## src/rtl/vga_pong_video_if.sv

```systemverilog
// rtl/vga_pong_video_if.sv - position inputs from pong_game and VGA outputs of the video front-end
interface vga_pong_video_if #(
  parameter int COLOR_W = 4
);
  logic [9:0]         ball_x;
  logic [9:0]         ball_y;
  logic [9:0]         paddle_x;
  logic [9:0]         paddle_y;
  logic               frame_start;
  logic               hsync;
  logic               vsync;
  logic [COLOR_W-1:0] red;
  logic [COLOR_W-1:0] green;
  logic [COLOR_W-1:0] blue;

  modport master (
    input  ball_x, ball_y, paddle_x, paddle_y,
    output frame_start, hsync, vsync, red, green, blue
  );

  modport slave (
    output ball_x, ball_y, paddle_x, paddle_y,
    input  frame_start, hsync, vsync, red, green, blue
  );
endinterface

```

## src/rtl/vga_pong_video.sv

```systemverilog
// rtl/vga_pong_video.sv - 640x480@60 VGA timing, per-frame position snapshot and two-stage sprite renderer
module vga_pong_video #(
  parameter int BALL_SIZE = 8,
  parameter int PADDLE_W  = 8,
  parameter int PADDLE_H  = 64,
  parameter int COLOR_W   = 4,
  parameter int H_VIS     = 640,
  parameter int H_FP      = 16,
  parameter int H_SYNC    = 96,
  parameter int H_BP      = 48,
  parameter int V_VIS     = 480,
  parameter int V_FP      = 10,
  parameter int V_SYNC    = 2,
  parameter int V_BP      = 33
) (
  input  logic             clk,
  input  logic             reset,
  vga_pong_video_if.master vid
);

  localparam logic [9:0]  H_LAST  = 10'(H_VIS + H_FP + H_SYNC + H_BP - 1);
  localparam logic [9:0]  V_LAST  = 10'(V_VIS + V_FP + V_SYNC + V_BP - 1);
  localparam logic [9:0]  H_VIS_L = 10'(H_VIS);
  localparam logic [9:0]  V_VIS_L = 10'(V_VIS);
  localparam logic [9:0]  H_SS    = 10'(H_VIS + H_FP);
  localparam logic [9:0]  H_SE    = 10'(H_VIS + H_FP + H_SYNC);
  localparam logic [9:0]  V_SS    = 10'(V_VIS + V_FP);
  localparam logic [9:0]  V_SE    = 10'(V_VIS + V_FP + V_SYNC);
  localparam logic [10:0] BALL_L  = 11'(BALL_SIZE);
  localparam logic [10:0] PW_L    = 11'(PADDLE_W);
  localparam logic [10:0] PH_L    = 11'(PADDLE_H);

  logic [9:0]         h, v, h_next, v_next;
  logic [9:0]         ball_x_q, ball_y_q, paddle_x_q, paddle_y_q;
  logic               snap_valid;
  logic               vis_s1, ball_s1, paddle_s1, hsync_s1, vsync_s1;
  logic               frame_start_q, hsync_q, vsync_q;
  logic [COLOR_W-1:0] red_q, green_q, blue_q;
  logic               ball_hit, paddle_hit, visible;

  always_comb begin
    h_next = h + 10'd1;
    v_next = v;
    if (h == H_LAST) begin
      h_next = '0;
      v_next = (v == V_LAST) ? '0 : v + 10'd1;
    end
  end

  // 11-bit compare so a sprite near x=1023 clips instead of wrapping onto column 0
  function automatic logic in_span(logic [9:0] pos, logic [9:0] origin, logic [10:0] size);
    return ({1'b0, pos} >= {1'b0, origin}) && ({1'b0, pos} < ({1'b0, origin} + size));
  endfunction

  assign ball_hit   = in_span(h, ball_x_q, BALL_L) && in_span(v, ball_y_q, BALL_L);
  assign paddle_hit = in_span(h, paddle_x_q, PW_L) && in_span(v, paddle_y_q, PH_L);
  assign visible    = snap_valid && (h < H_VIS_L) && (v < V_VIS_L);

  always_ff @(posedge clk) begin
    if (reset) begin
      h             <= '0;
      v             <= '0;
      frame_start_q <= 1'b0;
      ball_x_q      <= '0;
      ball_y_q      <= '0;
      paddle_x_q    <= '0;
      paddle_y_q    <= '0;
      snap_valid    <= 1'b0;
      vis_s1        <= 1'b0;
      ball_s1       <= 1'b0;
      paddle_s1     <= 1'b0;
      hsync_s1      <= 1'b1;
      vsync_s1      <= 1'b1;
      hsync_q       <= 1'b1;
      vsync_q       <= 1'b1;
      red_q         <= '0;
      green_q       <= '0;
      blue_q        <= '0;
    end else begin
      h             <= h_next;
      v             <= v_next;
      frame_start_q <= (h_next == '0) && (v_next == V_VIS_L);
      // Latch positions on the last cycle of the frame so the next frame never tears
      if (h == H_LAST && v == V_LAST) begin
        ball_x_q   <= vid.ball_x;
        ball_y_q   <= vid.ball_y;
        paddle_x_q <= vid.paddle_x;
        paddle_y_q <= vid.paddle_y;
        snap_valid <= 1'b1;
      end
      vis_s1    <= visible;
      ball_s1   <= ball_hit;
      paddle_s1 <= paddle_hit;
      hsync_s1  <= !((h >= H_SS) && (h < H_SE));
      vsync_s1  <= !((v >= V_SS) && (v < V_SE));
      hsync_q   <= hsync_s1;
      vsync_q   <= vsync_s1;
      red_q     <= (vis_s1 && ball_s1) ? '1 : '0;
      green_q   <= (vis_s1 && (ball_s1 || paddle_s1)) ? '1 : '0;
      blue_q    <= (vis_s1 && ball_s1) ? '1 : '0;
    end
  end

  assign vid.frame_start = frame_start_q;
  assign vid.hsync       = hsync_q;
  assign vid.vsync       = vsync_q;
  assign vid.red         = red_q;
  assign vid.green       = green_q;
  assign vid.blue        = blue_q;

endmodule
```

## src/flat_wrapper.sv

```systemverilog
// flat-port wrapper written by rule: the top's interface ports become plain ports
module vga_pong_video_flat 
#(
  parameter int BALL_SIZE = 8,
  parameter int PADDLE_W  = 8,
  parameter int PADDLE_H  = 64,
  parameter int COLOR_W   = 4,
  parameter int H_VIS     = 640,
  parameter int H_FP      = 16,
  parameter int H_SYNC    = 96,
  parameter int H_BP      = 48,
  parameter int V_VIS     = 480,
  parameter int V_FP      = 10,
  parameter int V_SYNC    = 2,
  parameter int V_BP      = 33
)
  (clk, reset, vid_ball_x, vid_ball_y, vid_paddle_x, vid_paddle_y, vid_frame_start, vid_hsync, vid_vsync, vid_red, vid_green, vid_blue);
  vga_pong_video_if #(.COLOR_W(COLOR_W)) vid_i ();
  input  logic clk;
  input  logic reset;
  input wire logic [$bits(vid_i.ball_x)-1:0] vid_ball_x;
  input wire logic [$bits(vid_i.ball_y)-1:0] vid_ball_y;
  input wire logic [$bits(vid_i.paddle_x)-1:0] vid_paddle_x;
  input wire logic [$bits(vid_i.paddle_y)-1:0] vid_paddle_y;
  output wire logic [$bits(vid_i.frame_start)-1:0] vid_frame_start;
  output wire logic [$bits(vid_i.hsync)-1:0] vid_hsync;
  output wire logic [$bits(vid_i.vsync)-1:0] vid_vsync;
  output wire logic [$bits(vid_i.red)-1:0] vid_red;
  output wire logic [$bits(vid_i.green)-1:0] vid_green;
  output wire logic [$bits(vid_i.blue)-1:0] vid_blue;
  assign vid_i.ball_x = vid_ball_x;
  assign vid_i.ball_y = vid_ball_y;
  assign vid_i.paddle_x = vid_paddle_x;
  assign vid_i.paddle_y = vid_paddle_y;
  assign vid_frame_start = vid_i.frame_start;
  assign vid_hsync = vid_i.hsync;
  assign vid_vsync = vid_i.vsync;
  assign vid_red = vid_i.red;
  assign vid_green = vid_i.green;
  assign vid_blue = vid_i.blue;
  vga_pong_video #(.BALL_SIZE(BALL_SIZE), .PADDLE_W(PADDLE_W), .PADDLE_H(PADDLE_H), .COLOR_W(COLOR_W), .H_VIS(H_VIS), .H_FP(H_FP), .H_SYNC(H_SYNC), .H_BP(H_BP), .V_VIS(V_VIS), .V_FP(V_FP), .V_SYNC(V_SYNC), .V_BP(V_BP)) u_core (.clk(clk), .reset(reset), .vid(vid_i));
endmodule
```

## config.mk

```make
export PLATFORM = sky130hd
export DESIGN_NAME = vga_pong_video_flat
export DESIGN_NICKNAME = d
export VERILOG_FILES = /design/src/rtl/vga_pong_video_if.sv /design/src/rtl/vga_pong_video.sv /design/src/flat_wrapper.sv
export SDC_FILE = /design/constraint.sdc
export NUM_CORES = 1
export LEC_CHECK = 0
export BUFFER_PORTS_ARGS = -buffer_cell sky130_fd_sc_hd__clkbuf_2
export CORE_MARGIN = 5
export CORE_UTILIZATION = 61
export CTS_BUF_LIST = sky130_fd_sc_hd__clkbuf_4 sky130_fd_sc_hd__clkbuf_8
export CTS_CLUSTER_SIZE = 12
export DETAILED_ROUTE_END_ITERATION = 6
export PLACE_DENSITY = 0.84
export RECOVER_POWER = 25
export SYNTH_ARGS = -nofsm -noshare
export SYNTH_HDL_FRONTEND = slang
export SYNTH_SLANG_ARGS = --single-unit
```

## constraint.sdc

```tcl
create_clock -name clk -period 2.57 [get_ports clk]
set_input_delay 0.3855 -clock clk [delete_from_list [all_inputs] [get_ports clk]]
set_output_delay 0.3855 -clock clk [all_outputs]
set_load 0.005 [all_outputs]
```

==> results.ini, run 1 <==
[grt]
grt_pass1_vias = 4293
globalRouteTotalUtil_pct = 24.7
grt_pass1_wl_um = 19700
antenna_found_initial = 0
grt_overflow_total = 0
grt_max_degree = 47

[finish]
instances_no_fill = 755
fin_util_pct = 70.8
fillers = 599
nNetsFinal = 763
n_antenna_cell = 0
drive_gt1_share_pct = 13.9
syn_to_final_growth_pct = 13.2

[detailed_routing]
routed_wirelength_um = 11800
wl_per_cell_um = 15.6
vias = 4437
drc = 0
firstDrtPassIters = 5
antenna_left = 0
via_per_inst = 5.88
dr.first_iter.drc_count = 309

[worst_setup_path]
crit_arrival_ns = 2.60
critPathKind = reg2reg
end_kind = register
required_ns = 2.85
cp_max_fo = 9
worstSetupStartpointType = register

[sta]
clock.fmax_ghz = 0.429
relSlewSlack_pct = 12.4
maxSlewViolCount = 0
setup_viol = 0
skew_ns = 0.0129
fin_crit_sh_pct = 90.6
finalHoldViolCount = 0
worst_pin_slew_ns = 1.31
fin_crit_ns = 2.33
setup_tns_ns = 0
timing.hold.ws_ns = 0.240
setup_ws_ns = 0.241
grt_setup_unrepaired = no

[place]
pre_cts_slack_ns = 0.307
dp_hpwl_um = 8530
dp.cells = 739
gp_congestion = 0.937
port_buffers = 56

[clocking]
htreeDepth = 3
clk_latency_ns = 0.36
clk_pin_slew_ns = 0.08
cts_buffers = 9
cts-resized-gates = 0
max-clock-path-buffers = 2
cts_tree = done
clock-sinks = 71
root_buffer = clkbuf_8
hold_buffers = 0
cts_setup_buffers = 0

[floorplanning]
start_util_pct = 62.5
die_h_um = 99.0
fp.dieW_um = 99.0
die_area_um2 = 9800
core_um2 = 7730
rows = 32
boundaryPins = 57

[synthesis]
syn_area_per_cell_um2 = 8.05
synth_flop_cell = dfxtp_1
ys_top_cells_by_count = 91 x nand2_1, 73 x ha_1, 71 x dfxtp_1
ys_warn_count = 0
synth_area_um2 = 4830
yosys.area.top_type = dfxtp_1
synthTopCellsByArea = dfxtp_1 29%, ha_1 19%, nand2_1 7.1%
synth_fp_nets = 715
ys_types = 60
ys_ff_latch = 71
syn-instance-count = 600
synth-edff-count = 0
async_reset_ff_share_pct = 0
yosysTopAreaCellShare_pct = 29.4
ys_seq_area_share_pct = 29.4
yosysMostFrequentCell = nand2_1

[power_and_ir_drop]
peakVddDrop_uv = 437
powerDensity_nw_per_um2 = 462
p_leak_uw = 0.00222

[run]
max-cap-violations = 0

[run_status]
status = finished, final reports clean

[hold_path]
hp-class = in2reg

[area by class of cell]
class	instances	area (µm²)	share of cell area, %
timing repair buffer	73	405	7.41
sequential	71	1420	26.0
clock inverter	6	155	2.84
inverter	52	195	3.57
tap	102	128	2.33
multi-input combinational	441	3030	55.3
clock buffer	10	138	2.52
[where the power goes]
| part | internal (µW) | switching (µW) | leakage [µW] |
|---|---|---|---|
| Clock | 866 | 444 | 0.000146 |
| Sequential | 1110 | 9.27 | 0.000573 |
| Combinational | 50.1 | 50.9 | 0.00150 |
[registers in the layout, summed over array words and instances (netlist names), 10 cells and up]
signal,cells
u_core.paddle_x_q,10
u_core.ball_x_q,10
u_core.h,10
u_core.ball_y_q,10
u_core.v,10
u_core.paddle_y_q,10
[final timing paths]
check | to | from | depth (start not counted) | slack (ns)
min reg2reg | u_core.vid.hsync$_SDFF_PP1_ | u_core.hsync_s1$_SDFF_PP1_ | 1 | 0.42
max reg2reg | u_core.vid.frame_start$_SDFF_PP0_ | u_core.h[1]$_SDFF_PP0_ | 7 | 0.24
min | u_core.paddle_y_q[6]$_SDFFE_PP0P_ | vid_paddle_y[6] | 3 | 0.24
max | u_core.vid.frame_start$_SDFF_PP0_ | u_core.h[1]$_SDFF_PP0_ | 7 | 0.24
[metrics by stage]
step	cell area [µm²]	power, µW
floorplan	4830	1190
global placement	5190	1240
detailed placement	5190	1240
CTS	5480	2540
global route	5470	2600
finish	5470	2530
[kinds of logic (layout without fill, tap and decap cells)]
kind of cell / after synthesis / in the layout / synth area share, %
AND/OR/NAND/NOR: 211 / 211 / 21.9
buffers and inverters: 88 / 141 / 7.93
flip-flops: 71 / 71 / 29.4
adder cells (fa/ha/maj): 73 / 73 / 18.9
XOR/XNOR: 32 / 32 / 5.80
AO/OA/AOI/OAI: 125 / 125 / 16.0
[cell usage in the layout, fill, tap and decap left out, types with 5 or more instances in the layout]
cell       instances
nand2_1           91
ha_1              73
dfxtp_1           71
a21oi_1           62
inv_1             52
clkbuf_2          50
xnor2_1           29
nand3_1           23
nor3_1            22
nor2_1            20
buf_4             14
o21ai_0           13
clkbuf_8          10
a21o_1             9
nand4_1            8
and3_1             7
clkbuf_1           7
nor2b_1            6
a211oi_1           6
o21a_1             5
bufinv_16          5
[worst max-delay path, cell delays in order (launching register included)]
cell and delay, ns:
dfxtp_1 0.42, ha_1 0.26, nand3_1 0.22, or3_1 0.54, nor4_4 0.34, and2_1 0.16, o32ai_1 0.07, nor4_2 0.24
[metal layers]
layer  up-vias  track usage (%)  wire length [µm]
li1       2175                -                 -
met1      2044             31.2              5010
met2       190             41.4              5460
met3        28             4.88               966
met4         0             9.14               324
met5         -                0                 0
Note: power is estimated with default switching activity, not from simulation.
==> run 2: changes to the inputs <==
--- a/config.mk
+++ b/config.mk
@@ -7,11 +7,11 @@
 export LEC_CHECK = 0
 export BUFFER_PORTS_ARGS = -buffer_cell sky130_fd_sc_hd__clkbuf_2
 export CORE_MARGIN = 5
-export CORE_UTILIZATION = 61
+export CORE_UTILIZATION = 55
 export CTS_BUF_LIST = sky130_fd_sc_hd__clkbuf_4 sky130_fd_sc_hd__clkbuf_8
 export CTS_CLUSTER_SIZE = 12
 export DETAILED_ROUTE_END_ITERATION = 6
-export PLACE_DENSITY = 0.84
+export PLACE_DENSITY = 0.8
 export RECOVER_POWER = 25
 export SYNTH_ARGS = -nofsm -noshare
 export SYNTH_HDL_FRONTEND = slang
==> constraint.sdc (replaced) <==
create_clock -name clk -period 2.1 [get_ports clk]
set_input_delay 0.315 -clock clk [delete_from_list [all_inputs] [get_ports clk]]
set_output_delay 0.315 -clock clk [all_outputs]
set_load 0.005 [all_outputs]
==> run 2 against run 1 <==
  * The run now ends with negative setup slack left
  * Hold slack got worse by 0.063 ns
  * Wire length rose by 8.9%
  * Sequential cell count did not move
  * Via count rose by 3.6%
  * Power rose by 8.5%
  * Design area rose by 7.8%
  * Sequential power rose by 21%
  * Sequential share of layout area fell by 1.7 points
  * Setup slack got worse by 0.25 ns
==> results.ini, run 2 (same netlist as run 1, synthesis figures left out) <==
[worst_setup_path]
worst_r2r_path_depth = 9  ; +2
cp_slowest_cell = dfxtp_2
cp_num_buf_inv = 0  ; unchanged
r2r_slack_ns = -0.005  ; -0.25 ns
critPathCapture = u_core.ball_s1$_SDFF_PP0_
cp-startpoint = u_core.ball_y_q[3]$_SDFFE_PP0P_
required_ns = 2.37  ; -0.48 ns
crit_arrival_ns = 2.37  ; -0.23 ns
worstReg2RegEnd = u_core.ball_s1$_SDFF_PP0_
worstSetupPathDepth = 9  ; +2
crit_path_cell_trace = ha_1 -> and3_4 -> xnor2_1 -> ha_1 -> a21oi_2 -> nor2b_1 -> o31a_1 -> o32ai_2 -> nor4b_2
critPathKind = reg2reg
critPathTopFamily = compound AO/OA/AOI/OAI gates
path_common_cell = ha_1
rr_startpoint = u_core.ball_y_q[3]$_SDFFE_PP0P_
worstSetupStartpointType = register
cpPeakStageDelay_ns = 0.34  ; -0.20 ns
end_kind = register
cp_max_fo = 4  ; -5

[place]
port_buffers = 56  ; unchanged
dp_hpwl_um = 9740  ; +14%
gp_congestion = 0.892  ; -4.8%
pre_cts_slack_ns = -0.148  ; -0.455 ns

[clocking]
htreeDepth = 3  ; unchanged
cts_tree = done
clk_pin_slew_ns = 0.08  ; about the same
clock-sinks = 71  ; unchanged
root_buffer = clkbuf_8
hold_buffers = 0  ; unchanged
clk_latency_ns = 0.35  ; about the same
max-clock-path-buffers = 2  ; unchanged
cts_buffers = 9  ; unchanged

[floorplanning]
start_util_pct = 55.9  ; -6.6 points
fp.dieW_um = 104  ; +4.8%
die_h_um = 104  ; +4.8%
rows = 34  ; +6.3%
core_um2 = 8640  ; +12%
boundaryPins = 57  ; unchanged
die_area_um2 = 10800  ; +9.8%

[power_and_ir_drop]
switching_share_pct = 22.2  ; +2.2 points
powerDensity_nw_per_um2 = 465  ; +0.68%
p_leak_uw = 0.00248  ; +11%
pwr-share-comb_pct = 5.3  ; +1.3 points
internal-power_uw = 2140  ; +5.5%
p_clk_share_pct = 45.0  ; -6.8 points
power_uw = 2740  ; +8.5%
p_seq_share_pct = 49.7  ; +5.5 points
peakVddDrop_uv = 319  ; -27%
switchingPower_uw = 608  ; +21%

[sta]
worst_pin_slew_ns = 0.687  ; -0.627 ns
clock.fmax_ghz = 0.475  ; +11%
fin_crit_sh_pct = 100  ; +9.6 points
relSlewSlack_pct = 54.2  ; +42 points
fin_crit_ns = 2.11  ; -0.224 ns
finalHoldViolCount = 0  ; unchanged
skew_ns = 0.00732  ; -0.00557 ns
setup_ws_ns = -0.00515  ; -0.246 ns
maxSlewViolCount = 0  ; unchanged
grt_setup_unrepaired = yes
setup_viol = 1  ; +1

[detailed_routing]
wl_per_cell_um = 16.0  ; +2.7%
drc = 0  ; unchanged
via_per_inst = 5.75  ; -2.2%
antenna_left = 0  ; unchanged
vias = 4597  ; +3.6%
firstDrtPassIters = 4  ; -1
routed_wirelength_um = 12800  ; +8.9%
dr.first_iter.drc_count = 283  ; -8.4%

[grt]
globalRouteTotalUtil_pct = 23.9  ; -0.74 points
grt_pass1_wl_um = 21600  ; +9.3%
grt_max_degree = 25  ; -47%
antenna_found_initial = 0  ; unchanged
grt_pass1_vias = 4732  ; +10%
grt_overflow_total = 0  ; unchanged

[finish]
n_antenna_cell = 0  ; unchanged
mostFrequentLayoutCell = nand2_1
nNetsFinal = 804  ; +5.4%
fillers = 697  ; +16%
syn_to_final_growth_pct = 22.0
layout_common_cells = 91 x nand2_1, 71 x ha_1, 61 x dfxtp_1
drive_gt1_share_pct = 24.7  ; +11 points

[run_status]
violations = negative setup slack
status = finished with violations

[run]
max-cap-violations = 0  ; unchanged

[hold_path]
hp-class = in2reg

==> run 2: layer usage <==
| metal | up-vias | share of wire, % | track usage (%) |
|---|---|---|---|
| li1 | 2257 | - | - |
| met1 | 2159 | 40 | 26.4 |
| met2 | 138 | 51 | 43.0 |
| met3 | 43 | 5.1 | 5.47 |
| met4 | 0 | 4.2 | 11.4 |
| met5 | - | 0 | 0 |
==> run 2: through the flow <==
stage / std cells / instance area, µm² / utilization, % / TNS, ns / hold WS (ns)
5_1_grt: 800 / 5890 / 68.2 / -3.57 / 0.172
3_5_place_dp: 783 / 5520 / 63.9 / -0.300 / 0.398
2_1_floorplan: 600 / 4880 / - / -0.0208 / 0.389
6_report: 800 / 5890 / 68.2 / -0.00515 / 0.177
4_1_cts: 798 / 5780 / 67.0 / 0 / 0.172
3_3_place_gp: 783 / 5520 / 63.9 / -0.0324 / 0.397
==> run 2: timing repair <==
action | in CTS | in global routing
resized for setup | 12 | 29
pin swaps | 3 | 11
buffers inserted | 1 | 2
endpoints found under the setup margin | 5 | 40
==> run 2: power by group through the flow <==
| stage | sequential, µW | combinational, µW | clock, µW |
|---|---|---|---|
| 6_report | 1360 | 145 | 1230 |
| 3_5_place_dp | 1390 | 142 | 0 |
| 4_1_cts | 1360 | 145 | 1250 |
| 2_1_floorplan | 1390 | 66.3 | 0 |
| 3_3_place_gp | 1390 | 137 | 0 |
| 5_1_grt | 1370 | 162 | 1320 |
==> run 2: area by class of cell <==
class	instances	area, µm²	share of cell area (%)
clock buffers	11	145	2.46
clock inverters	3	68.8	1.17
inverters	52	195	3.31
multi-input cells	441	3190	54.1
flip-flops and latches	71	1430	24.3
well taps	108	135	2.29
repair buffers	114	728	12.4
==> run 2: worst min-delay path: cells and delay by family <==
kind,cells,cell delay (ns)
AOI/OAI and AO/OA,1,0.05
buffers and inverters,1,0.08
and+or+nand+nor,1,0.05
==> run 2: how the worst min path moves through the flow <==
stage / to / slack (ns) / from / cells after the start
floorplan: u_core.vid.hsync$_SDFF_PP1_ / 0.39 / u_core.hsync_s1$_SDFF_PP1_ / 1
global route: u_core.paddle_y_q[8]$_SDFFE_PP0P_ / 0.17 / vid_paddle_y[8] / 3
detailed placement: u_core.vid.hsync$_SDFF_PP1_ / 0.40 / u_core.hsync_s1$_SDFF_PP1_ / 1
finish: u_core.paddle_y_q[8]$_SDFFE_PP0P_ / 0.18 / vid_paddle_y[8] / 3
CTS: u_core.paddle_x_q[7]$_SDFFE_PP0P_ / 0.17 / vid_paddle_x[7] / 3
global placement: u_core.vid.hsync$_SDFF_PP1_ / 0.40 / u_core.hsync_s1$_SDFF_PP1_ / 1
